--- config.mk ---
export PLATFORM = sky130hd
export DESIGN_NAME = tictactoe_board_writer_flat
export DESIGN_NICKNAME = d
export VERILOG_FILES = /design/src/rtl/tictactoe_pkg.sv /design/src/rtl/tictactoe_board_writer_if.sv /design/src/rtl/tictactoe_line_checker.sv /design/src/rtl/tictactoe_board_writer.sv /design/src/flat_wrapper.sv
export SDC_FILE = /design/constraint.sdc
export NUM_CORES = 1
export LEC_CHECK = 0
export ABC_AREA = 0
export CORE_UTILIZATION = 33
export CTS_BUF_LIST = sky130_fd_sc_hd__clkbuf_8
export CTS_CLUSTER_SIZE = 24
export DETAILED_ROUTE_END_ITERATION = 12
export SETUP_SLACK_MARGIN = 0.1
export SLEW_MARGIN = 10
export SYNTH_ARGS = -nofsm -noshare
export SYNTH_HDL_FRONTEND = slang
export SYNTH_SLANG_ARGS = --single-unit
export TNS_END_PERCENT = 1
--- constraint.sdc ---
create_clock -name clk -period 2.44 [get_ports clk]
set_clock_uncertainty 0.15 [all_clocks]
set_input_delay 0.244 -clock clk [delete_from_list [all_inputs] [get_ports clk]]
set_output_delay 0.244 -clock clk [all_outputs]
set_load 0.01 [all_outputs]
--- src/rtl/tictactoe_pkg.sv ---
// rtl/tictactoe_pkg.sv - shared cell codes, winner codes, FSM states and board helpers
package tictactoe_pkg;

  localparam logic [1:0] CELL_EMPTY = 2'b00;
  localparam logic [1:0] CELL_P1    = 2'b01;
  localparam logic [1:0] CELL_P2    = 2'b10;

  localparam logic [1:0] WIN_NONE = 2'b00;
  localparam logic [1:0] WIN_P1   = 2'b01;
  localparam logic [1:0] WIN_P2   = 2'b10;
  localparam logic [1:0] WIN_DRAW = 2'b11;

  typedef enum logic [1:0] {
    IDLE      = 2'd0,
    WAIT_MOVE = 2'd1,
    CHECK     = 2'd2,
    OVER      = 2'd3
  } state_e;

  // Index 0 is cell 1, index 8 is cell 9.
  typedef logic [8:0][1:0] board_t;

  function automatic logic is_onehot9(input logic [8:0] v);
    return ($countones(v) == 1);
  endfunction

  // One-hot select of the lowest-index empty cell (all zero if the board is full).
  function automatic logic [8:0] lowest_empty(input board_t b);
    logic [8:0] r;
    r = '0;
    for (int i = 8; i >= 0; i--) begin
      if (b[i] == CELL_EMPTY) begin
        r    = '0;
        r[i] = 1'b1;
      end
    end
    return r;
  endfunction

  // Writes mark into every cell selected by sel (callers pass a one-hot sel).
  function automatic board_t place(input board_t b, input logic [8:0] sel, input logic [1:0] mark);
    board_t r;
    r = b;
    for (int i = 0; i < 9; i++) begin
      if (sel[i]) r[i] = mark;
    end
    return r;
  endfunction

endpackage

--- src/rtl/tictactoe_board_writer_if.sv ---
// rtl/tictactoe_board_writer_if.sv - move handshake between the player side and the board writer
interface tictactoe_board_writer_if;
  logic       move_valid;
  logic [8:0] move_sel;
  logic       move_ready;

  modport master (output move_valid, output move_sel, input move_ready);
  modport slave  (input move_valid, input move_sel, output move_ready);
endinterface

--- src/rtl/tictactoe_line_checker.sv ---
// rtl/tictactoe_line_checker.sv - combinational three-in-a-line and full-board detection
module tictactoe_line_checker
  import tictactoe_pkg::*;
(
  input  board_t     cells_i,
  output logic [1:0] win_code_o,
  output logic       board_full_o
);

  function automatic logic [1:0] line_code(input logic [1:0] a, input logic [1:0] b, input logic [1:0] c);
    return ((a != CELL_EMPTY) && (a == b) && (b == c)) ? a : CELL_EMPTY;
  endfunction

  logic [7:0][1:0] lc;

  assign lc[0] = line_code(cells_i[0], cells_i[1], cells_i[2]);
  assign lc[1] = line_code(cells_i[3], cells_i[4], cells_i[5]);
  assign lc[2] = line_code(cells_i[6], cells_i[7], cells_i[8]);
  assign lc[3] = line_code(cells_i[0], cells_i[3], cells_i[6]);
  assign lc[4] = line_code(cells_i[1], cells_i[4], cells_i[7]);
  assign lc[5] = line_code(cells_i[2], cells_i[5], cells_i[8]);
  assign lc[6] = line_code(cells_i[0], cells_i[4], cells_i[8]);
  assign lc[7] = line_code(cells_i[2], cells_i[4], cells_i[6]);

  // Pick the first completed line; only one player can own a line when a game ends.
  always_comb begin
    win_code_o = WIN_NONE;
    for (int i = 7; i >= 0; i--) begin
      if (lc[i] != CELL_EMPTY) win_code_o = lc[i];
    end
  end

  // Board is full when no cell is empty.
  always_comb begin
    board_full_o = 1'b1;
    for (int i = 0; i < 9; i++) begin
      if (cells_i[i] == CELL_EMPTY) board_full_o = 1'b0;
    end
  end

endmodule

--- src/rtl/tictactoe_board_writer.sv ---
// rtl/tictactoe_board_writer.sv - board state owner: move commit, turn timeout, win/draw detection
module tictactoe_board_writer
  import tictactoe_pkg::*;
#(
  parameter int TURN_TIMEOUT = 1500,
  parameter int TIMER_W      = 11
) (
  input  logic                   clk,
  input  logic                   rst_n,
  input  logic                   start,
  tictactoe_board_writer_if.slave mv,
  output logic [1:0]             pos1,
  output logic [1:0]             pos2,
  output logic [1:0]             pos3,
  output logic [1:0]             pos4,
  output logic [1:0]             pos5,
  output logic [1:0]             pos6,
  output logic [1:0]             pos7,
  output logic [1:0]             pos8,
  output logic [1:0]             pos9,
  output logic                   turn,
  output logic                   illegal_pulse,
  output logic                   timeout_pulse,
  output logic                   game_over,
  output logic [1:0]             winner,
  output logic [TIMER_W-1:0]     turn_timer
);

  localparam logic [TIMER_W-1:0] TIMER_LAST = TIMER_W'(TURN_TIMEOUT - 1);

  state_e               state_q, state_d;
  board_t               board_q, board_d;
  logic                 turn_q, turn_d;
  logic [TIMER_W-1:0]   timer_q, timer_d;
  logic [1:0]           winner_q, winner_d;
  logic                 illegal_q, illegal_d;
  logic                 timeout_q, timeout_d;

  logic [1:0]           mark;
  logic [8:0]           occupied;
  logic                 move_hs;
  logic                 move_legal;
  logic                 timer_expired;
  logic [1:0]           win_code;
  logic                 board_full;

  tictactoe_line_checker u_line_checker (
    .cells_i      (board_q),
    .win_code_o   (win_code),
    .board_full_o (board_full)
  );

  assign mark          = turn_q ? CELL_P2 : CELL_P1;
  assign move_hs       = mv.move_valid && (state_q == WAIT_MOVE);
  assign move_legal    = is_onehot9(mv.move_sel) && ((occupied & mv.move_sel) == 9'd0);
  assign timer_expired = (timer_q == TIMER_LAST);

  // Occupancy mask used to reject moves onto taken cells.
  always_comb begin
    occupied = '0;
    for (int i = 0; i < 9; i++) begin
      occupied[i] = (board_q[i] != CELL_EMPTY);
    end
  end

  // Next-state logic: start overrides everything; a legal move beats a same-cycle timeout.
  always_comb begin
    state_d   = state_q;
    board_d   = board_q;
    turn_d    = turn_q;
    timer_d   = timer_q;
    winner_d  = winner_q;
    illegal_d = 1'b0;
    timeout_d = 1'b0;
    if (start) begin
      board_d  = '0;
      turn_d   = 1'b0;
      timer_d  = '0;
      winner_d = WIN_NONE;
      state_d  = WAIT_MOVE;
    end else begin
      case (state_q)
        IDLE: begin
        end
        WAIT_MOVE: begin
          if (!timer_expired) timer_d = timer_q + 1'b1;
          illegal_d = move_hs && !move_legal;
          if (move_hs && move_legal) begin
            board_d = place(board_q, mv.move_sel, mark);
            state_d = CHECK;
          end else if (timer_expired) begin
            board_d   = place(board_q, lowest_empty(board_q), mark);
            timeout_d = 1'b1;
            state_d   = CHECK;
          end
        end
        CHECK: begin
          if (win_code != WIN_NONE) begin
            winner_d = win_code;
            state_d  = OVER;
          end else if (board_full) begin
            winner_d = WIN_DRAW;
            state_d  = OVER;
          end else begin
            turn_d  = ~turn_q;
            timer_d = '0;
            state_d = WAIT_MOVE;
          end
        end
        OVER: begin
        end
        default: state_d = IDLE;
      endcase
    end
  end

  // State registers with asynchronous clear so outputs drop as soon as reset asserts.
  always_ff @(posedge clk or negedge rst_n) begin
    if (!rst_n) begin
      state_q   <= IDLE;
      board_q   <= '0;
      turn_q    <= 1'b0;
      timer_q   <= '0;
      winner_q  <= WIN_NONE;
      illegal_q <= 1'b0;
      timeout_q <= 1'b0;
    end else begin
      state_q   <= state_d;
      board_q   <= board_d;
      turn_q    <= turn_d;
      timer_q   <= timer_d;
      winner_q  <= winner_d;
      illegal_q <= illegal_d;
      timeout_q <= timeout_d;
    end
  end

  assign mv.move_ready   = (state_q == WAIT_MOVE);
  assign game_over       = (state_q == OVER);
  assign turn            = turn_q;
  assign winner          = winner_q;
  assign turn_timer      = timer_q;
  assign illegal_pulse   = illegal_q;
  assign timeout_pulse   = timeout_q;
  assign pos1            = board_q[0];
  assign pos2            = board_q[1];
  assign pos3            = board_q[2];
  assign pos4            = board_q[3];
  assign pos5            = board_q[4];
  assign pos6            = board_q[5];
  assign pos7            = board_q[6];
  assign pos8            = board_q[7];
  assign pos9            = board_q[8];

endmodule

--- src/flat_wrapper.sv ---
// flat-port wrapper written by rule: the top's interface ports become plain ports
module tictactoe_board_writer_flat import tictactoe_pkg::*;
#(
  parameter int TURN_TIMEOUT = 1500,
  parameter int TIMER_W      = 11
)
  (clk, rst_n, start, pos1, pos2, pos3, pos4, pos5, pos6, pos7, pos8, pos9, turn, illegal_pulse, timeout_pulse, game_over, winner, turn_timer, mv_move_valid, mv_move_sel, mv_move_ready);
  tictactoe_board_writer_if mv_i ();
  input  logic clk;
  input  logic rst_n;
  input  logic start;
  output logic [1:0] pos1;
  output logic [1:0] pos2;
  output logic [1:0] pos3;
  output logic [1:0] pos4;
  output logic [1:0] pos5;
  output logic [1:0] pos6;
  output logic [1:0] pos7;
  output logic [1:0] pos8;
  output logic [1:0] pos9;
  output logic turn;
  output logic illegal_pulse;
  output logic timeout_pulse;
  output logic game_over;
  output logic [1:0] winner;
  output logic [TIMER_W-1:0] turn_timer;
  input wire logic [$bits(mv_i.move_valid)-1:0] mv_move_valid;
  input wire logic [$bits(mv_i.move_sel)-1:0] mv_move_sel;
  output wire logic [$bits(mv_i.move_ready)-1:0] mv_move_ready;
  assign mv_i.move_valid = mv_move_valid;
  assign mv_i.move_sel = mv_move_sel;
  assign mv_move_ready = mv_i.move_ready;
  tictactoe_board_writer #(.TURN_TIMEOUT(TURN_TIMEOUT), .TIMER_W(TIMER_W)) u_core (.clk(clk), .rst_n(rst_n), .start(start), .mv(mv_i), .pos1(pos1), .pos2(pos2), .pos3(pos3), .pos4(pos4), .pos5(pos5), .pos6(pos6), .pos7(pos7), .pos8(pos8), .pos9(pos9), .turn(turn), .illegal_pulse(illegal_pulse), .timeout_pulse(timeout_pulse), .game_over(game_over), .winner(winner), .turn_timer(turn_timer));
endmodule
* After elaboration in Yosys (flattened, before gate mapping) *
Index checks and enable logic that the tools add are counted.

operators by class
  add/subtract/negate cells = 9
  equal/unequal tests = 36
  muxes and demuxes = 86
  bitwise gates (word level) = 2
  reductions and logical operators = 76

operators by type and width
  kind                                                   number
  2-to-1 mux 9 bit                                       13
  adder 32 bit                                           3
  2-to-1 mux 2 bit                                       44
  2-to-1 mux 18 bit                                      4
  2-to-1 mux 11 bit                                      4
  AND reduction 4 bit                                    10
  nonzero test 2 bit                                     20
  != test 3 bit (second input constant)                  12
  nonzero test 3 bit                                     12
  adder 32 x 1 -> 32 bit                                 1
  equality test 2 bit                                    16
  equality test 32 x 2 -> 1 bit (second input constant)  1
  case mux 11 bit (2 select lines)                       1
  logical AND 1 bit                                      20
  2-to-1 mux 1 bit                                       19
  zero test 2 bit                                        9
  adder 11 x 1 -> 11 bit (second input constant)         1
  equality test 11 bit (second input constant)           1
  bitwise AND 9 bit                                      1
  zero test 9 bit                                        1
  adder 1 x 1 -> 2 bit                                   4
  equality test 2 bit (second input constant)            2
  != test 2 bit (second input constant)                  2
  != test 4 x 2 -> 1 bit (second input constant)         1
  other kinds (6)                                        7

storage, ports and cells
  register bits = 36
  word-level logic and storage cells = 224

* Depth between registers and ports, before layout *
  depth in word-level cells = 19
  mapped depth = 15
  gate-level depth less buffers = 14

* Hierarchy *
Synthesis repeated with hierarchy kept, for this count alone.

unflattened totals
  cell total of the unflattened synthesis = 301
  area total of the unflattened synthesis = 2,553.7 um^2

modules (own cells, without submodules)
  module                  times used  cells an instance  area an instance (um^2)  sequential area each (um^2)
  tictactoe_board_writer  1           226                2,104.5                  900.9
  tictactoe_line_checker  1           75                 449.2                    0.0

* Worst setup path after synthesis *
No wires, ideal clock.

  path kind = input -> register
  start = input mv_move_sel[0]
  end = register u_core.board_q, in the netlist u_core.pos7[0]
  data arrival time = 3.517 ns
  data required time = 2.158 ns
  setup slack = -1.359 ns
  cell stages on the path = 15
  buffers on the path = 1
  cells stage by stage = ha_1 > fa_1 > inv_1 > fa_1 > inv_1 > ha_1 > fa_1 > nor4b_1 > nand2_1 > nor4_1 > buf_2 > nor3_1 > a22o_1 > a21oi_1 > nor2_1

between the ends
  longest elaborated chain between the ends = 10
  elaborated cells between the ends (all ways) = 16
  those cells by class = add/sub: 4; eq/ne: 2; mux: 3; bitwise: 1; reduce/logical: 6

RTL lines
  what                                              line                           RTL
  start, declared                                   flat_wrapper.sv:28             input wire logic [$bits(mv_i.move_sel)-1:0] mv_move_sel;
  adder 1 x 1 -> 2 bit (implied by the code)        tictactoe_pkg.sv:24            return ($countones(v) == 1);
  adder 32 bit (implied by the code) (2 in series)  tictactoe_pkg.sv:24
  adder 32 x 1 -> 32 bit (implied by the code)      tictactoe_pkg.sv:24
  equality test 32 x 2 -> 1 bit                     tictactoe_pkg.sv:24
  logical AND 1 bit (*)                             tictactoe_board_writer.sv:55   assign move_legal = is_onehot9(mv.move_sel) && ((occupied & mv.move_sel) == 9'd0);
  logical AND 1 bit (*)                             tictactoe_board_writer.sv:88   if (move_hs && move_legal) begin
  2-to-1 mux 18 bit                                 tictactoe_board_writer.sv:88
  2-to-1 mux 18 bit                                 tictactoe_board_writer.sv:82   case (state_q)
  2-to-1 mux 18 bit                                 tictactoe_board_writer.sv:75   if (start) begin
  end signal, assigned                              tictactoe_board_writer.sv:129  board_q <= board_d;
  end, declared                                     tictactoe_board_writer.sv:32   board_t board_q, board_d;

Every way passes the cells marked *; elsewhere a longest branch is shown, timed or not. The select of a mux whose other input is x is not followed.
A chain may end at the register's enable or synchronous reset.

* Final worst setup path *
  start = input mv_move_sel[1]
  end = register u_core.illegal_q (netlist: u_core.illegal_pulse)

between the ends
  longest elaborated chain between the ends = 10
  elaborated cells between the ends (all ways) = 12
  those cells by class = add/sub: 4; eq/ne: 1; mux: 2; bitwise: 1; reduce/logical: 4

RTL lines
  what                                              line                           RTL
  adder 1 x 1 -> 2 bit (implied by the code)        tictactoe_pkg.sv:24
  adder 32 bit (implied by the code) (2 in series)  tictactoe_pkg.sv:24
  adder 32 x 1 -> 32 bit (implied by the code)      tictactoe_pkg.sv:24
  equality test 32 x 2 -> 1 bit                     tictactoe_pkg.sv:24
  logical AND 1 bit (*)                             tictactoe_board_writer.sv:55
  zero test 1 bit (*)                               tictactoe_board_writer.sv:87   illegal_d = move_hs && !move_legal;
  logical AND 1 bit (*)                             tictactoe_board_writer.sv:87
  2-to-1 mux 1 bit (*)                              tictactoe_board_writer.sv:82
  2-to-1 mux 1 bit (*)                              tictactoe_board_writer.sv:75
  via u_core.illegal_d                              tictactoe_board_writer.sv:36   logic illegal_q, illegal_d;
  end signal, assigned                              tictactoe_board_writer.sv:133  illegal_q <= illegal_d;
  end, declared                                     tictactoe_board_writer.sv:36

Mark *: on every way through the listed nets, which the timed path passes. The rest lies on a longest branch.

==> impl_metrics.toml <==
[status]
status = "finished with violations"
violations = "negative setup slack"

[global_routing]
first_global_vias = 2784
grt_usage = 0.213
grt.overflow.total = 0
grt_pass1_wl_mm = 14.0
grt_max_degree = 37
antenna_found_initial = 0

[synthesis]
avgSynthCellArea_um2 = 8.24
ys_types = 62
synthesis.area_mm2 = 0.00264
yosysWarnings = 0
synth_edf_count = 0
ys.flop_type = "dfrtp_1"
ys_seq_area_frac = 0.342
synth_fp_nets = 344
async_reset_ff_frac = 1.00
ys_seq_elements = 36
syn_inst = 320

[detailed_routing]
route.met3.wl_um = 380
wl_met2_mm = 4.19
first_pass_iters = 4
ant_nets = 0
wl_per_cell_um = 16.9
drc_errors = 0
vias_per_cell = 5.56
routed.top_layer = "met4"
drt-met1-wl_mm = 3.98
totalWireLength_mm = 8.70
via_count = 2870
first_iter_violations = 170

[placed_design]
dpl.hpwl_mm = 6.11
io_buffers = 48
post-place-ws_ps = -1700
gp_congestion = 0.912
place_inst = 499
placed_area_mm2 = 0.00355

[cts]
cts_root_buf = "clkbuf_8"
clk_pin_slew_ps = 70
cts_max_path_buffers = 2
cts_tree = "done"
cts_buffers = 5
htreeDepth = 2
cts_sinks = 36
clk_latency_ps = 290

[final_layout]
largest_reg_flops = 11
finalInstanceArea_mm2 = 0.00381
n_antenna_cell = 0
final_cell_mix = "buf_4 (56), nor2_1 (45), clkdlybuf4s50_1 (39)"
syn2layout_area_growth_pct = 44.6
drive_gt1_frac = 0.278
nets = 437
mostFrequentLayoutCell = "buf_4"
final_cells = 516

[sta]
setup_viol = 22
fmax_mhz = 278
tightestPinTransition_ps = 849
rsz0062_at_grt = "true"
min_period_over_period = 1.47
post-route-min-period_ps = 3600
drv_slew = 0
timing.hold.ws_ps = 244
relSlewSlack = 0.434
layout_setup_ws_ps = -1160
finalHoldViolations = 0

[floorplanning]
die_h_um = 91.4
pin_count = 49
start_util = 0.341
die-area_mm2 = 0.00835
rows = 32
dieWidth_um = 91.4
core-area_mm2 = 0.00773

[critical_path]
crit_required_ps = 2460
cp_data_arrival_time_ps = 3610
path_max_fanout = 2
cp-start-kind = "primary input"
critPathKind = "primary input to flop"
critPathCaptureType = "flop"

[pwr]
leakage_nw = 1.65
ir_drop_uv = 285
power.density_mw_per_mm2 = 523

[job]
maxCapViolations = 0

[min_path]
hold_class = "primary input to flop"
-- power by group --
group	total (W)	leakage (nW)	internal [W]	switching [W]
sequential	0.000689	0.494	0.000638	0.0000508
combinational	0.000769	1.10	0.000397	0.000372
clock	0.000538	0.0541	0.000303	0.000236
-- path summary, 6_finish.rpt --
kind                                    from                   end  slack (ps)  cells after the start
setup / recovery              mv_move_sel[1]  u_core.illegal_pulse       -1160                     17
hold / removal                mv_move_sel[1]        u_core.pos2[0]         240                      6
setup reg to reg              u_core.pos1[1]        u_core.pos4[0]         -60                     10
hold reg to reg            u_core.state_q[0]     u_core.state_q[0]         400                      2
max in group asynchronous              rst_n        u_core.pos1[0]        1160                      2
min in group asynchronous              rst_n  u_core.turn_timer[1]         440                      2
-- routing by layer --
metal | GRT usage | up-vias
li1 | - | 1335
met1 | 0.284 | 1433
met2 | 0.358 | 87
met3 | 0.0318 | 15
met4 | 0.0582 | 0
met5 | 0 | -
-- Yosys cell counts (6+ instances only) --
master     n  share of area
nand2_1   25          0.036
nor3_1    12          0.023
a21o_1     6          0.017
clkbuf_1   6         0.0085
nand4_1    7          0.017
a21oi_1   29          0.055
or3_1     12          0.028
dfrtp_1   36           0.34
o21ai_0   12          0.023
inv_1      9          0.013
nor2_1    45          0.064
nand3_1   19          0.036
ha_1       6          0.028
buf_2     10          0.019
-- cell type report --
class,instances,area [um2]
Clock inverter,3,42.5
Clock buffer,5,68.8
Sequential cell,36,901
Timing Repair Buffer,106,900
Fill cell,727,3910
Multi-Input combinational cell,254,1740
Inverter,10,37.5
Tap cell,102,128
-- cells by family (layout without fill, tap and decap cells) --
kind of cell,after synthesis,count (layout),share of synthesized area
muxes,1,1,0.00569
xor gates and xnor gates,8,8,0.0266
adders and majority gates,11,11,0.0664
and+or+nand+nor,152,152,0.294
AOI/OAI and AO/OA,82,82,0.213
DFF,36,36,0.342
buffers and inverters,30,124,0.0536
-- repair_timing --
action	CTS	global route
setup endpoints to repair	35	36
cloned	1	0
buffers inserted	7	0
pin swaps	23	8
resized for setup	53	9
hold buffers	1	0
endpoints found under the hold margin	36	0
-- critical path, stage by stage --
cell	delay (ps)
buf_8	100
ha_4	150
fa_1	560
inv_2	50
fa_1	510
inv_2	50
ha_4	150
fa_1	450
nor4b_2	290
nand2_1	140
buf_4	150
buf_4	120
buf_4	120
buf_4	130
buf_4	140
nor3_2	180
nor3_1	70
-- through the flow --
stage	util	total power [W]	setup TNS [ps]
global route	0.494	0.00210	-26690
floorplan	-	0.00104	-22610
detailed placement	0.459	0.00134	-35410
CTS	0.489	0.00195	-22500
global placement	0.459	0.00133	-34140
finish	0.494	0.00200	-22540
No activity file was read; power rests on OpenSTA's default activity.
